## src/rtl/row_length_encoder_pkg.sv

```systemverilog
// Shared types and default sizing for the row-length encoder and its row counter.
package row_length_encoder_pkg;

  localparam int DEF_ROW_W    = 5;
  localparam int DEF_LEN_W    = 5;
  localparam int DEF_NUM_ROWS = 32;

  typedef enum logic [1:0] {
    S_COUNT = 2'd0,
    S_EMIT  = 2'd1,
    S_FILL  = 2'd2
  } rle_state_e;

endpackage

```

## src/rtl/row_length_encoder.sv

```systemverilog
// Turns a row-ordered nonzero-element stream into one length word per matrix row.
// Optional ROW_ORDER_CHECK_EN drops out-of-order/out-of-range elements and flags order_err.
module row_length_encoder
  import row_length_encoder_pkg::*;
#(
  parameter int ROW_W    = DEF_ROW_W,
  parameter int LEN_W    = DEF_LEN_W,
  parameter int NUM_ROWS = DEF_NUM_ROWS
) (
  input  logic             clk,
  input  logic             reset,
  input  logic             in_valid,
  output logic             in_ready,
  input  logic [ROW_W-1:0] in_row,
  input  logic             in_last,
  output logic             out_valid,
  input  logic             out_ready,
  output logic [ROW_W-1:0] out_row,
  output logic [LEN_W-1:0] out_len,
  output logic             out_last,
  output logic             out_sat
`ifdef ROW_ORDER_CHECK_EN
  ,
  output logic             order_err
`endif
);

  localparam logic [LEN_W-1:0] CNT_MAX  = '1;
  localparam logic [ROW_W-1:0] LAST_ROW = ROW_W'(NUM_ROWS - 1);

  rle_state_e       state_q, state_d;
  logic [ROW_W-1:0] cur_row_q, cur_row_d;
  logic [LEN_W-1:0] cnt_q, cnt_d;
  logic             sat_q, sat_d;
  logic             final_q, final_d;
  logic             pend_vld_q, pend_vld_d;
  logic [ROW_W-1:0] pend_row_q, pend_row_d;
  logic             pend_last_q, pend_last_d;
  logic             err_q, err_d;
  logic             bad_elem;
  logic [ROW_W-1:0] next_row;

`ifdef ROW_ORDER_CHECK_EN
  assign bad_elem  = (in_row < cur_row_q) ||
                     ({1'b0, in_row} >= (ROW_W+1)'(NUM_ROWS));
  assign order_err = err_q;
`else
  assign bad_elem  = 1'b0;
`endif

  assign next_row = cur_row_q + ROW_W'(1);

  always_ff @(posedge clk or posedge reset) begin
    if (reset) begin
      state_q     <= S_COUNT;
      cur_row_q   <= '0;
      cnt_q       <= '0;
      sat_q       <= 1'b0;
      final_q     <= 1'b0;
      pend_vld_q  <= 1'b0;
      pend_row_q  <= '0;
      pend_last_q <= 1'b0;
      err_q       <= 1'b0;
    end else begin
      state_q     <= state_d;
      cur_row_q   <= cur_row_d;
      cnt_q       <= cnt_d;
      sat_q       <= sat_d;
      final_q     <= final_d;
      pend_vld_q  <= pend_vld_d;
      pend_row_q  <= pend_row_d;
      pend_last_q <= pend_last_d;
      err_q       <= err_d;
    end
  end

  always_comb begin
    state_d     = state_q;
    cur_row_d   = cur_row_q;
    cnt_d       = cnt_q;
    sat_d       = sat_q;
    final_d     = final_q;
    pend_vld_d  = pend_vld_q;
    pend_row_d  = pend_row_q;
    pend_last_d = pend_last_q;
    err_d       = err_q;
    in_ready    = 1'b0;
    out_valid   = 1'b0;
    out_row     = '0;
    out_len     = '0;
    out_last    = 1'b0;
    out_sat     = 1'b0;

    case (state_q)
      S_COUNT: begin
        in_ready = !reset;
        if (in_valid) begin
          if (bad_elem) begin
            err_d = 1'b1;
          end else if (in_row == cur_row_q) begin
            if (cnt_q == CNT_MAX) sat_d = 1'b1;
            else                  cnt_d = cnt_q + LEN_W'(1);
            if (in_last) begin
              final_d = 1'b1;
              state_d = S_EMIT;
            end
          end else begin
            // Element opens a later row: park it until that row becomes current.
            pend_vld_d  = 1'b1;
            pend_row_d  = in_row;
            pend_last_d = in_last;
            state_d     = S_EMIT;
          end
        end
      end

      S_EMIT: begin
        out_valid = 1'b1;
        out_row   = cur_row_q;
        out_len   = cnt_q;
        out_sat   = sat_q;
        out_last  = (cur_row_q == LAST_ROW);
        if (out_ready) begin
          cnt_d = '0;
          sat_d = 1'b0;
          if (cur_row_q == LAST_ROW) begin
            cur_row_d  = '0;
            final_d    = 1'b0;
            pend_vld_d = 1'b0;
            state_d    = S_COUNT;
          end else begin
            cur_row_d = next_row;
            if (pend_vld_q && pend_row_q == next_row) begin
              cnt_d      = LEN_W'(1);
              pend_vld_d = 1'b0;
              final_d    = pend_last_q;
              // A parked last element already closes its row, so emit it directly.
              state_d    = pend_last_q ? S_EMIT : S_COUNT;
            end else if (pend_vld_q) begin
              state_d = S_EMIT;
            end else if (final_q) begin
              state_d = S_FILL;
            end else begin
              state_d = S_COUNT;
            end
          end
        end
      end

      S_FILL: begin
        out_valid = 1'b1;
        out_row   = cur_row_q;
        out_last  = (cur_row_q == LAST_ROW);
        if (out_ready) begin
          if (cur_row_q == LAST_ROW) begin
            cur_row_d = '0;
            cnt_d     = '0;
            final_d   = 1'b0;
            state_d   = S_COUNT;
          end else begin
            cur_row_d = next_row;
          end
        end
      end

      default: state_d = S_COUNT;
    endcase
  end

endmodule

```

## config.mk

```make
export PLATFORM = sky130hd
export DESIGN_NAME = row_length_encoder
export DESIGN_NICKNAME = d
export VERILOG_FILES = /design/src/rtl/row_length_encoder_pkg.sv /design/src/rtl/row_length_encoder.sv
export SDC_FILE = /design/constraint.sdc
export NUM_CORES = 1
export LEC_CHECK = 0
export CAP_MARGIN = 5
export CORE_MARGIN = 3
export CORE_UTILIZATION = 30
export CTS_CLUSTER_DIAMETER = 80
export DETAILED_ROUTE_END_ITERATION = 10
export MAX_ROUTING_LAYER = met4
export SLEW_MARGIN = 15
export SYNTH_ARGS = -nofsm -noshare
export SYNTH_HDL_FRONTEND = slang
export SYNTH_SLANG_ARGS = --single-unit
```

## constraint.sdc

```tcl
create_clock -name clk -period 5.2 [get_ports clk]
set_clock_uncertainty 0.2 [all_clocks]
set_input_delay 0.78 -clock clk [delete_from_list [all_inputs] [get_ports clk]]
set_output_delay 0.78 -clock clk [all_outputs]
set_load 0.05 [all_outputs]
```

==> out/results.txt, run 1 <==
Pre-antenna DRT Iters: 4
Largest net degree at the start of global routing: 22
Bufs and invs on worst path: 2
R2R Path Start: cur_row_q[0]
# diodes: 0
Crit path cell chain: ha_1 -> and3_2 -> ha_1 -> inv_1 -> nor2_1 -> clkdlybuf4s50_1
WL met1: 1410 µm
Worst-path clk slew: 0.08 ns
Post-Synthesis Cell Area: 0.00137 mm²
Final period utilization: 0.662
Antenna violations before repair: 0
Via density: 5.12
Die area: 0.00541 mm²
Initial DRC Count: 89
Element type at the critical path end: primary output
Worst setup SP type: flip-flop
Fraction of registers with async set or reset after synthesis: 1.00
Met3 wire length: 150 µm
Max Fclk: 291 MHz
Post-synth EDFFs: 0
Number of global-route vias before repair: 1095
Internal: 0.000546 W
Final Critical Period: 3.44 ns
Final hold vios: 0
CTS tree: built
Place WS: 2.00 ns
Power per cell area: 617 mW/mm²
CP peak stage delay: 0.81 ns
Yosys reg bits: 21
Final slew viol count: 0
Total CTS buffers: 3
Worst setup margin: 1.76 ns
Worst min path class: flip-flop to flip-flop
GRT Total Usage: 0.126
Core area: 0.00420 mm²
WHS: 0.328 ns
CTS HTree Levels: 1
R2R Setup Slk: 2.39 ns
Inst Count DP: 213
Slowest-stage cell, CP: clkdlybuf4s50_1
Count of cell types in the netlist: 38
Share of layout cells above drive strength 1: 0.0898
Sequential fraction of the synthesis area: 0.384
Layout Cells excl Fill: 217
# rows: 23
Status: finished clean
DR vias: 1110
Die width: 73.6 µm
Clk sink count: 21
Initial Util: 0.326
Worst r2r path cells: 8
Critical setup path kind: flip-flop to primary output
Hold path cells: 2
Crit-path most repeated cell: ha_1
Uppermost layer routed: met4
Clk buf depth: 2
Unrepaired setup endpoints after global routing: false
Synth warn: 0
Post-CTS sizing: 0
P_leak: 0.730 nW
Sw Pwr: 0.000496 W
Most used DFF post-synth: dfrtp_1
Setup TNS: 0 ns
Io pins: 24
Final RePlAce weighted congestion: 0.821
Post-DR wirelength/cell: 14.0 µm
Combinational power share: 0.606
Footprint of the multi-input gates: 795 µm²
Proportion of power drawn by the clock network: 0.107
First-pass GRT wire length: 5160 µm
CTS root buffer: clkbuf_8
ANT nets after route: 0
Hold buffers post-CTS: 0
Worst slew pin tran: 0.819 ns
WP data required: 4.22 ns
Crit Path Max Fanout: 8
WHS Endpoint: sat_q
GR Overflow Total: 0
Min-delay src: sat_q
Most frequent cells in the layout: clkdlybuf4s50_1, dfrtp_1, o21ai_0
Endpoints failing setup: 0
Seq pwr share: 0.287
Nets@finish: 186
Switching Share: 0.476
WP data arrival: 2.46 ns
Fillers: 415
Worst rel slew slack: 0.453
DR DRC count: 0
I/O Buffers: 23
WL final: 3050 µm
Layout area overhead: 23.2%
Postcts setup bufs: 0
Worst-Skew Late Latency: 0.27 ns
Critical R2R Capture: cnt_q[0]
Hpwl dp: 2360 µm
Syn nets: 163
Worst VDD drop: 0.326 mV
FF/Latch Area: 526 µm²
Commonest non-fill, non-tap cell in the layout: clkdlybuf4s50_1
CP delay by family, top: buffers and inverters
Syn Inst Count: 145
Routed wl met2: 1460 µm
Max cap viols: 0
Chip height: 73.6 µm
Avg Inst Size Synth: 9.45 µm²
-- per-stage QoR --
step / util / total power, W / instance area, µm²
after global routing: 0.402 / 0.00113 / 1690
after global placement: 0.391 / 0.000928 / 1640
final: 0.402 / 0.00104 / 1690
after CTS: 0.402 / 0.00105 / 1690
after detailed placement: 0.391 / 0.000936 / 1640
after floorplan: - / 0.000772 / 1370
-- how the worst max path moves through the flow --
stage | from | to | cells past startpoint
floorplan | state_q[0] | out_last | 5
global placement | cur_row_q[0] | out_last | 6
detailed placement | cur_row_q[0] | out_last | 6
CTS | cur_row_q[0] | out_last | 6
global route | cur_row_q[0] | out_last | 6
finish | cur_row_q[0] | out_last | 6
-- state kept, by name (all words and copies together), names as in the netlist --
name and count:
cnt_q 5, cur_row_q 5, final_q 1, pend_last_q 1, pend_row_q 5, pend_vld_q 1, sat_q 1, state_q 2
-- layer usage --
layer / vias up / global-route usage
met1: 524 / 0.155
met3: 5 / 0.0356
met4: 0 / 0.0262
met2: 28 / 0.206
li1: 553 / -
met5: - / -
-- Yosys cell counts (all sizes together) (2+ instances only) --
cell type / count / area [µm²]
dfrtp: 21 / 526
o21ai: 14 / 70.1
and2: 11 / 70.1
nand2: 10 / 37.5
xnor2: 10 / 87.6
ha: 8 / 100
inv: 8 / 30.0
mux2: 7 / 78.8
nor2: 7 / 26.3
nand3: 5 / 25.0
clkbuf: 4 / 15.0
o31ai: 4 / 30.0
mux2i: 3 / 30.0
nor2b: 3 / 18.8
a21o: 2 / 15.0
a21oi: 2 / 10.0
a2bb2oi: 2 / 17.5
a31oi: 2 / 12.5
and3: 2 / 13.8
nand2b: 2 / 12.5
or4: 2 / 15.0
xor2: 2 / 17.5
-- power groups by stage --
stage	logic (W)	clock network [W]	registers [W]
after floorplan	0.000501	0	0.000271
after global placement	0.000630	0	0.000298
after detailed placement	0.000633	0	0.000303
after CTS	0.000636	0.000115	0.000300
after global routing	0.000692	0.000123	0.000311
final	0.000631	0.000111	0.000299
-- cells by family after synthesis --
| group | share of synthesized area |
|---|---|
| AND/OR/NAND/NOR | 0.182 |
| AO/OA/AOI/OAI | 0.169 |
| flip-flops | 0.384 |
| buffers and inverters | 0.0365 |
| XOR/XNOR | 0.0767 |
| multiplexers | 0.0795 |
| adder cells (fa/ha/maj) | 0.0731 |
-- cell type report --
type / count / area share
inverters: 8 / 0.0178
flip-flops and latches: 21 / 0.311
repair buffers: 23 / 0.136
well taps: 50 / 0.0371
clock buffers: 4 / 0.0267
multi-input cells: 111 / 0.471
-- worst reg2reg max path: stages (launching register included) --
cell,delay [ns]
dfrtp_1,0.47
ha_1,0.28
and3_2,0.22
ha_1,0.30
xnor2_1,0.15
nand3_1,0.09
or3_4,0.39
or4_1,0.47
o211ai_1,0.16
(Power assumes the default switching activity.)
==> run 2: changes to the inputs <==
==> constraint.sdc (replaced) <==
create_clock -name clk -period 3.11 [get_ports clk]
set_clock_uncertainty 0.2 [all_clocks]
set_input_delay 0.4665 -clock clk [delete_from_list [all_inputs] [get_ports clk]]
set_output_delay 0.4665 -clock clk [all_outputs]
set_load 0.05 [all_outputs]
==> run 2 against run 1 <==
  * Sequential power grew 68%
  * Via count shrank 0.72%
  * Register-to-register slack worse by 2.1 ns
  * Combinational power is 68% higher
  * Non-clock buffer count increased by 1
==> out/results.txt, run 2 (synthesized netlist as in run 1, its figures left out) <==
GR Overflow Total: 0 (unchanged)
Worst rel slew slack: 0.435 (-0.0184)
GRT Total Usage: 0.130 (+0.00427)
Die width: 73.6 µm (unchanged)
# rows: 23 (unchanged)
Element type at the critical path end: flip-flop
DR vias: 1102 (-0.72%)
Max Fclk: 356 MHz
Status: finished clean
Biggest regs: cnt_q: 5 flops, cur_row_q: 5 flops, pend_row_q: 5 flops
Hpwl dp: 2360 µm (-0.26%)
Power per cell area: 1040 mW/mm² (+68%)
CTS root buffer: clkbuf_8
Critical R2R Capture: cnt_q[0]
Post-DR wirelength/cell: 14.0 µm (about the same)
CTS tree: built
Place WS: 0.287 ns (-1.71 ns)
Worst slew pin tran: 0.847 ns (+0.0276 ns)
WL final: 3060 µm (+0.36%)
Postcts setup bufs: 0 (unchanged)
Antenna violations before repair: 0 (unchanged)
Final period utilization: 0.904
WP data required: 3.10 ns (-1.12 ns)
Worst setup margin: 0.298 ns (-1.46 ns)
Number of global-route vias before repair: 1138 (+3.9%)
Initial DRC Count: 56 (-37%)
P_leak: 0.737 nW (+0.90%)
FF/Latch Area: 526 µm² (unchanged)
DR DRC count: 0 (unchanged)
Largest net degree at the start of global routing: 22 (unchanged)
Hold path cells: 2 (unchanged)
Initial Util: 0.326 (unchanged)
Endpoints failing setup: 0 (unchanged)
Worst-path clk slew: 0.08 ns (about the same)
Pre-antenna DRT Iters: 4 (unchanged)
Via density: 5.06 (-1.2%)
Max cap viols: 0 (unchanged)
ANT nets after route: 0 (unchanged)
Most frequent cells in the layout: clkdlybuf4s50_1, dfrtp_1, o21ai_0
Total CTS buffers: 3 (unchanged)
Post-CTS sizing: 0 (unchanged)
Clk buf depth: 2 (unchanged)
I/O Buffers: 23 (unchanged)
Min-delay src: sat_q
Footprint of the multi-input gates: 795 µm² (unchanged)
WP data arrival: 2.81 ns (+0.35 ns)
R2R Setup Slk: 0.30 ns (-2.09 ns)
WHS: 0.311 ns (-0.0167 ns)
# diodes: 0 (unchanged)
Fillers: 410 (-1.2%)
Critical setup path kind: flip-flop to flip-flop
Clk sink count: 21 (unchanged)
Final slew viol count: 0 (unchanged)
Share of layout cells above drive strength 1: 0.101 (+0.0114)
Final RePlAce weighted congestion: 0.876 (+6.7%)
Worst r2r path cells: 8 (unchanged)
Chip height: 73.6 µm (unchanged)
Crit Path Max Fanout: 8 (unchanged)
Commonest non-fill, non-tap cell in the layout: clkdlybuf4s50_1
Unrepaired setup endpoints after global routing: false
Worst-Skew Late Latency: 0.27 ns (about the same)
Worst min path class: flip-flop to flip-flop
Final Critical Period: 2.81 ns
R2R Path Start: cur_row_q[0]
CTS HTree Levels: 1 (unchanged)
Die area: 0.00541 mm² (unchanged)
Nets@finish: 187 (+0.54%)
Layout area overhead: 23.6%
Hold buffers post-CTS: 0 (unchanged)
Worst setup SP type: flip-flop
Worst VDD drop: 0.512 mV (+57%)
First-pass GRT wire length: 5370 µm (+4.0%)
Setup TNS: 0 ns (unchanged)
WHS Endpoint: sat_q
Core area: 0.00420 mm² (unchanged)
Final hold vios: 0 (unchanged)
Io pins: 24 (unchanged)
## run 2: changes by cell type in the layout (fill, tap and decap cells not counted), sizes merged
| cell | change |
|---|---|
| buf | +2 |
| clkdlybuf4s50 | -1 |
## run 2: power by group
part           internal, W  total, W  switching [W]  leakage [nW]
combinational     0.000448   0.00106       0.000616         0.454
sequential        0.000382  0.000501       0.000118         0.260
clock            0.0000916  0.000188      0.0000966        0.0228
total             0.000922   0.00175       0.000831         0.737
## run 2: per-stage QoR
stage                     total power [W]  instance area, µm²  utilization  cells
after global placement            0.00156                1650        0.392    214
after global routing              0.00191                1690        0.403    218
after detailed placement          0.00157                1650        0.392    214
after CTS                         0.00177                1690        0.403    218
after floorplan                   0.00129                1370            -    145
final                             0.00175                1690        0.403    218
## run 2: critical path: stages (launching register included)
cell and delay [ns]:
dfrtp_1 0.48, ha_1 0.29, and3_2 0.22, ha_1 0.30, xnor2_1 0.14, nand3_1 0.08
or3_4 0.39, or4_1 0.47, o211ai_1 0.16
## run 2: cell type report
class	instances	area share
clock buffer	4	0.0266
timing repair buffer	24	0.139
inverter	8	0.0177
tap	50	0.0370
multi-input combinational	111	0.469
sequential	21	0.310
## run 2: worst max path at each step
stage	startpoint	endpoint	slack, ns
floorplan	state_q[0]	out_last	0.36
global placement	cur_row_q[0]	cnt_q[0]	0.36
detailed placement	cur_row_q[0]	cnt_q[0]	0.29
CTS	cur_row_q[0]	cnt_q[0]	0.28
global route	cur_row_q[0]	final_q	0.10
finish	cur_row_q[0]	cnt_q[0]	0.30
## run 2: per-layer routing
layer,track usage,share of wire,up-vias
met5,-,0,-
met4,0.0282,0.0043,0
met3,0.0342,0.044,2
met2,0.213,0.48,27
met1,0.162,0.47,519
li1,-,-,554
==> variant, RTL diff (config.mk and constraints of run 2) <==
The option `ROW_ORDER_CHECK_EN` is turned on by a define.
--- a/src/rtl/row_length_encoder.sv
+++ b/src/rtl/row_length_encoder.sv
@@ -2,2 +2,4 @@
 // Optional ROW_ORDER_CHECK_EN drops out-of-order/out-of-range elements and flags order_err.
+`define ROW_ORDER_CHECK_EN
+
 module row_length_encoder
Check against the original RTL (old outputs only; new: order_err): not equivalent (a bounded check fails within 4 cycles, from zero or initial values and one cycle with reset high).
==> variant against run 2 <==
Die area grew 9.0%; routed wire length rose by 15%; clock power shrank 3%; highest routed layer unchanged; sequential cell count up 1; cell area is 11% higher; area after synthesis grew 9.9%; worst setup slack worse by 100 ps; sequential share of layout area is 1.8 points lower; power grew 9.4%.
==> variant: results (changes against run 2) <==
** Worst setup path
- Reg2Reg Capture Point :: final_q (was cnt_q[0])
- Biggest cell delay along the critical path :: 810 ps (was 480 ps)
- Launch instance of the worst register-to-register path :: cur_row_q[1] (was cur_row_q[0])
- Largest delay share family, worst path :: buffers and inverters (was simple AND/OR/NAND/NOR gates)
- Arrival time of the worst setup path :: 2250 ps (was 2810 ps)
- Worst reg-to-reg setup slack :: 290 ps
- The slowest cell on the critical path is sky130_fd_sc_hd__clkdlybuf4s50_1 (was sky130_fd_sc_hd__dfrtp_1).

** Place
- Total half-perimeter wirelength after legalization and detailed placement :: 2.64 mm (was 2.36 mm)
- The number of cells after detailed placement is 251 (was 214).
- The number of port buffers came to 24 (was 23).
- The placer congestion estimate was 0.824 (was 0.876).
- Cell Area, Placed :: 1840 sq um (was 1650 sq um)

** STA
- The headroom to the max-slew limit is 0.415 (was 0.435).

** Global routing
- The maximum number of pins on one net before global-route repair is 23 (was 22).
- The global-route wire length before repair was 6.07 mm (was 5.37 mm).
- Total global-route track usage :: 0.129 (was 0.130)

** Logic synthesis
- Nets in the synthesized netlist :: 181 (was 163)
- The yosys synthesis warning count is 0 (unchanged).
- The number of different library cells in the post-synthesis netlist came to 47 (was 38).
- Top area cells in the synthesized netlist :: sky130_fd_sc_hd__dfrtp_1, sky130_fd_sc_hd__ha_1, sky130_fd_sc_hd__inv_1 (was sky130_fd_sc_hd__dfrtp_1, sky130_fd_sc_hd__ha_1, sky130_fd_sc_hd__xnor2_1)
- Top cells by instance count after synthesis: sky130_fd_sc_hd__dfrtp_1, sky130_fd_sc_hd__inv_1, sky130_fd_sc_hd__ha_1 (was sky130_fd_sc_hd__dfrtp_1, sky130_fd_sc_hd__o21ai_0, sky130_fd_sc_hd__and2_1, sky130_fd_sc_hd__nand2_1, sky130_fd_sc_hd__xnor2_1).
- The cell count after synthesis is 159 (was 145).
- Sequential area share after synthesis :: 0.366 (was 0.384)

** Layout
- Largest registers: cnt_q: 5 flops, cur_row_q: 5 flops, pend_row_q: 5 flops (unchanged).
- Final net count :: 211 (was 187)
- The proportion of layout cells with a drive suffix above 1 was 0.118 (was 0.101).

** Hold path
- The class of the most critical hold timing path was reg2reg (unchanged).
- The number of cells on the worst hold path is 1 (was 2).
- The start point of the worst min-delay path was final_q (was sat_q).
- The end point of the most critical hold path is final_q (was sat_q).

** Route
- The post-detailed-route via-to-cell ratio is 4.99 (was 5.06).
- The count of routing violations after the opening detailed-route iteration was 121 (was 56).
- Iteration count of the initial detailed-routing pass :: 4 (unchanged)
- Wire length reported by the detailed router :: 3.51 mm (was 3.06 mm)
- The overall via count from detail_route came to 1268 (was 1102).

** Power
- Max IR drop VDD :: 709 uV (was 512 uV)
- P_leak :: 0.851 nW (was 0.737 nW)

** Status
- Run status: completed (unchanged).

** Clock tree
- The deepest clock path buffer count came to 2 (unchanged).
- TritonCTS buffer count :: 3 (unchanged)
## variant: changes by cell type after synthesis, moves of 3 or more
cell and change:
sky130_fd_sc_hd__mux2_1 +3, sky130_fd_sc_hd__o21ai_0 -6, sky130_fd_sc_hd__nor2_1 +3, sky130_fd_sc_hd__a21oi_1 +6, sky130_fd_sc_hd__nand3_1 -4, sky130_fd_sc_hd__ha_1 +4
sky130_fd_sc_hd__a31oi_1 +3, sky130_fd_sc_hd__xnor2_1 -7, sky130_fd_sc_hd__and3_1 +3, sky130_fd_sc_hd__inv_1 +8
## variant: cell type report
| class | count | area [sq um] |
|---|---|---|
| inverters | 17 | 63.8 |
| clock buffers | 3 | 41.3 |
| well taps | 67 | 83.8 |
| fillers | 480 | 2900 |
| multi-input cells | 117 | 878 |
| repair buffers | 28 | 268 |
| flip-flops and latches | 22 | 551 |
## variant: logic make-up after synthesis
kind of cell / count (synthesis) / share of synthesized area
multiplexers: 9 / 0.0665
flip-flops: 22 / 0.366
AND/OR/NAND/NOR: 49 / 0.181
buffers and inverters: 20 / 0.0507
AO/OA/AOI/OAI: 41 / 0.191
adder cells (fa/ha/maj): 12 / 0.0997
XOR/XNOR: 6 / 0.0449
## variant: per-stage QoR
stage	worst slack, ps	hold WS, ps	total power, mW
global route	63.5	328	2.06
CTS	185	293	1.93
floorplan	457	248	1.39
detailed placement	198	274	1.74
global placement	194	272	1.74
finish	195	287	1.92
## variant: per-layer routing
metal | track usage | share of wire
met1 | 0.168 | 0.48
met2 | 0.199 | 0.46
met3 | 0.0376 | 0.052
met4 | 0.0254 | 0.010
met5 | - | 0
## variant: worst max path at each step
stage                 end  slack, ps         start
2_1_floorplan     final_q        460  cur_row_q[0]
3_3_place_gp      final_q        190     in_row[0]
3_5_place_dp      final_q        200     in_row[4]
6_report       out_row[3]        190    state_q[0]
4_1_cts        out_row[3]        180    state_q[0]
5_1_grt        out_row[3]         60    state_q[0]
## variant: power by group
| part | switching, mW | internal, mW | total, mW |
|---|---|---|---|
| Sequential | 0.0907 | 0.393 | 0.484 |
| Clock | 0.0953 | 0.0866 | 0.182 |
| Combinational | 0.744 | 0.508 | 1.25 |
| Total | 0.930 | 0.988 | 1.92 |
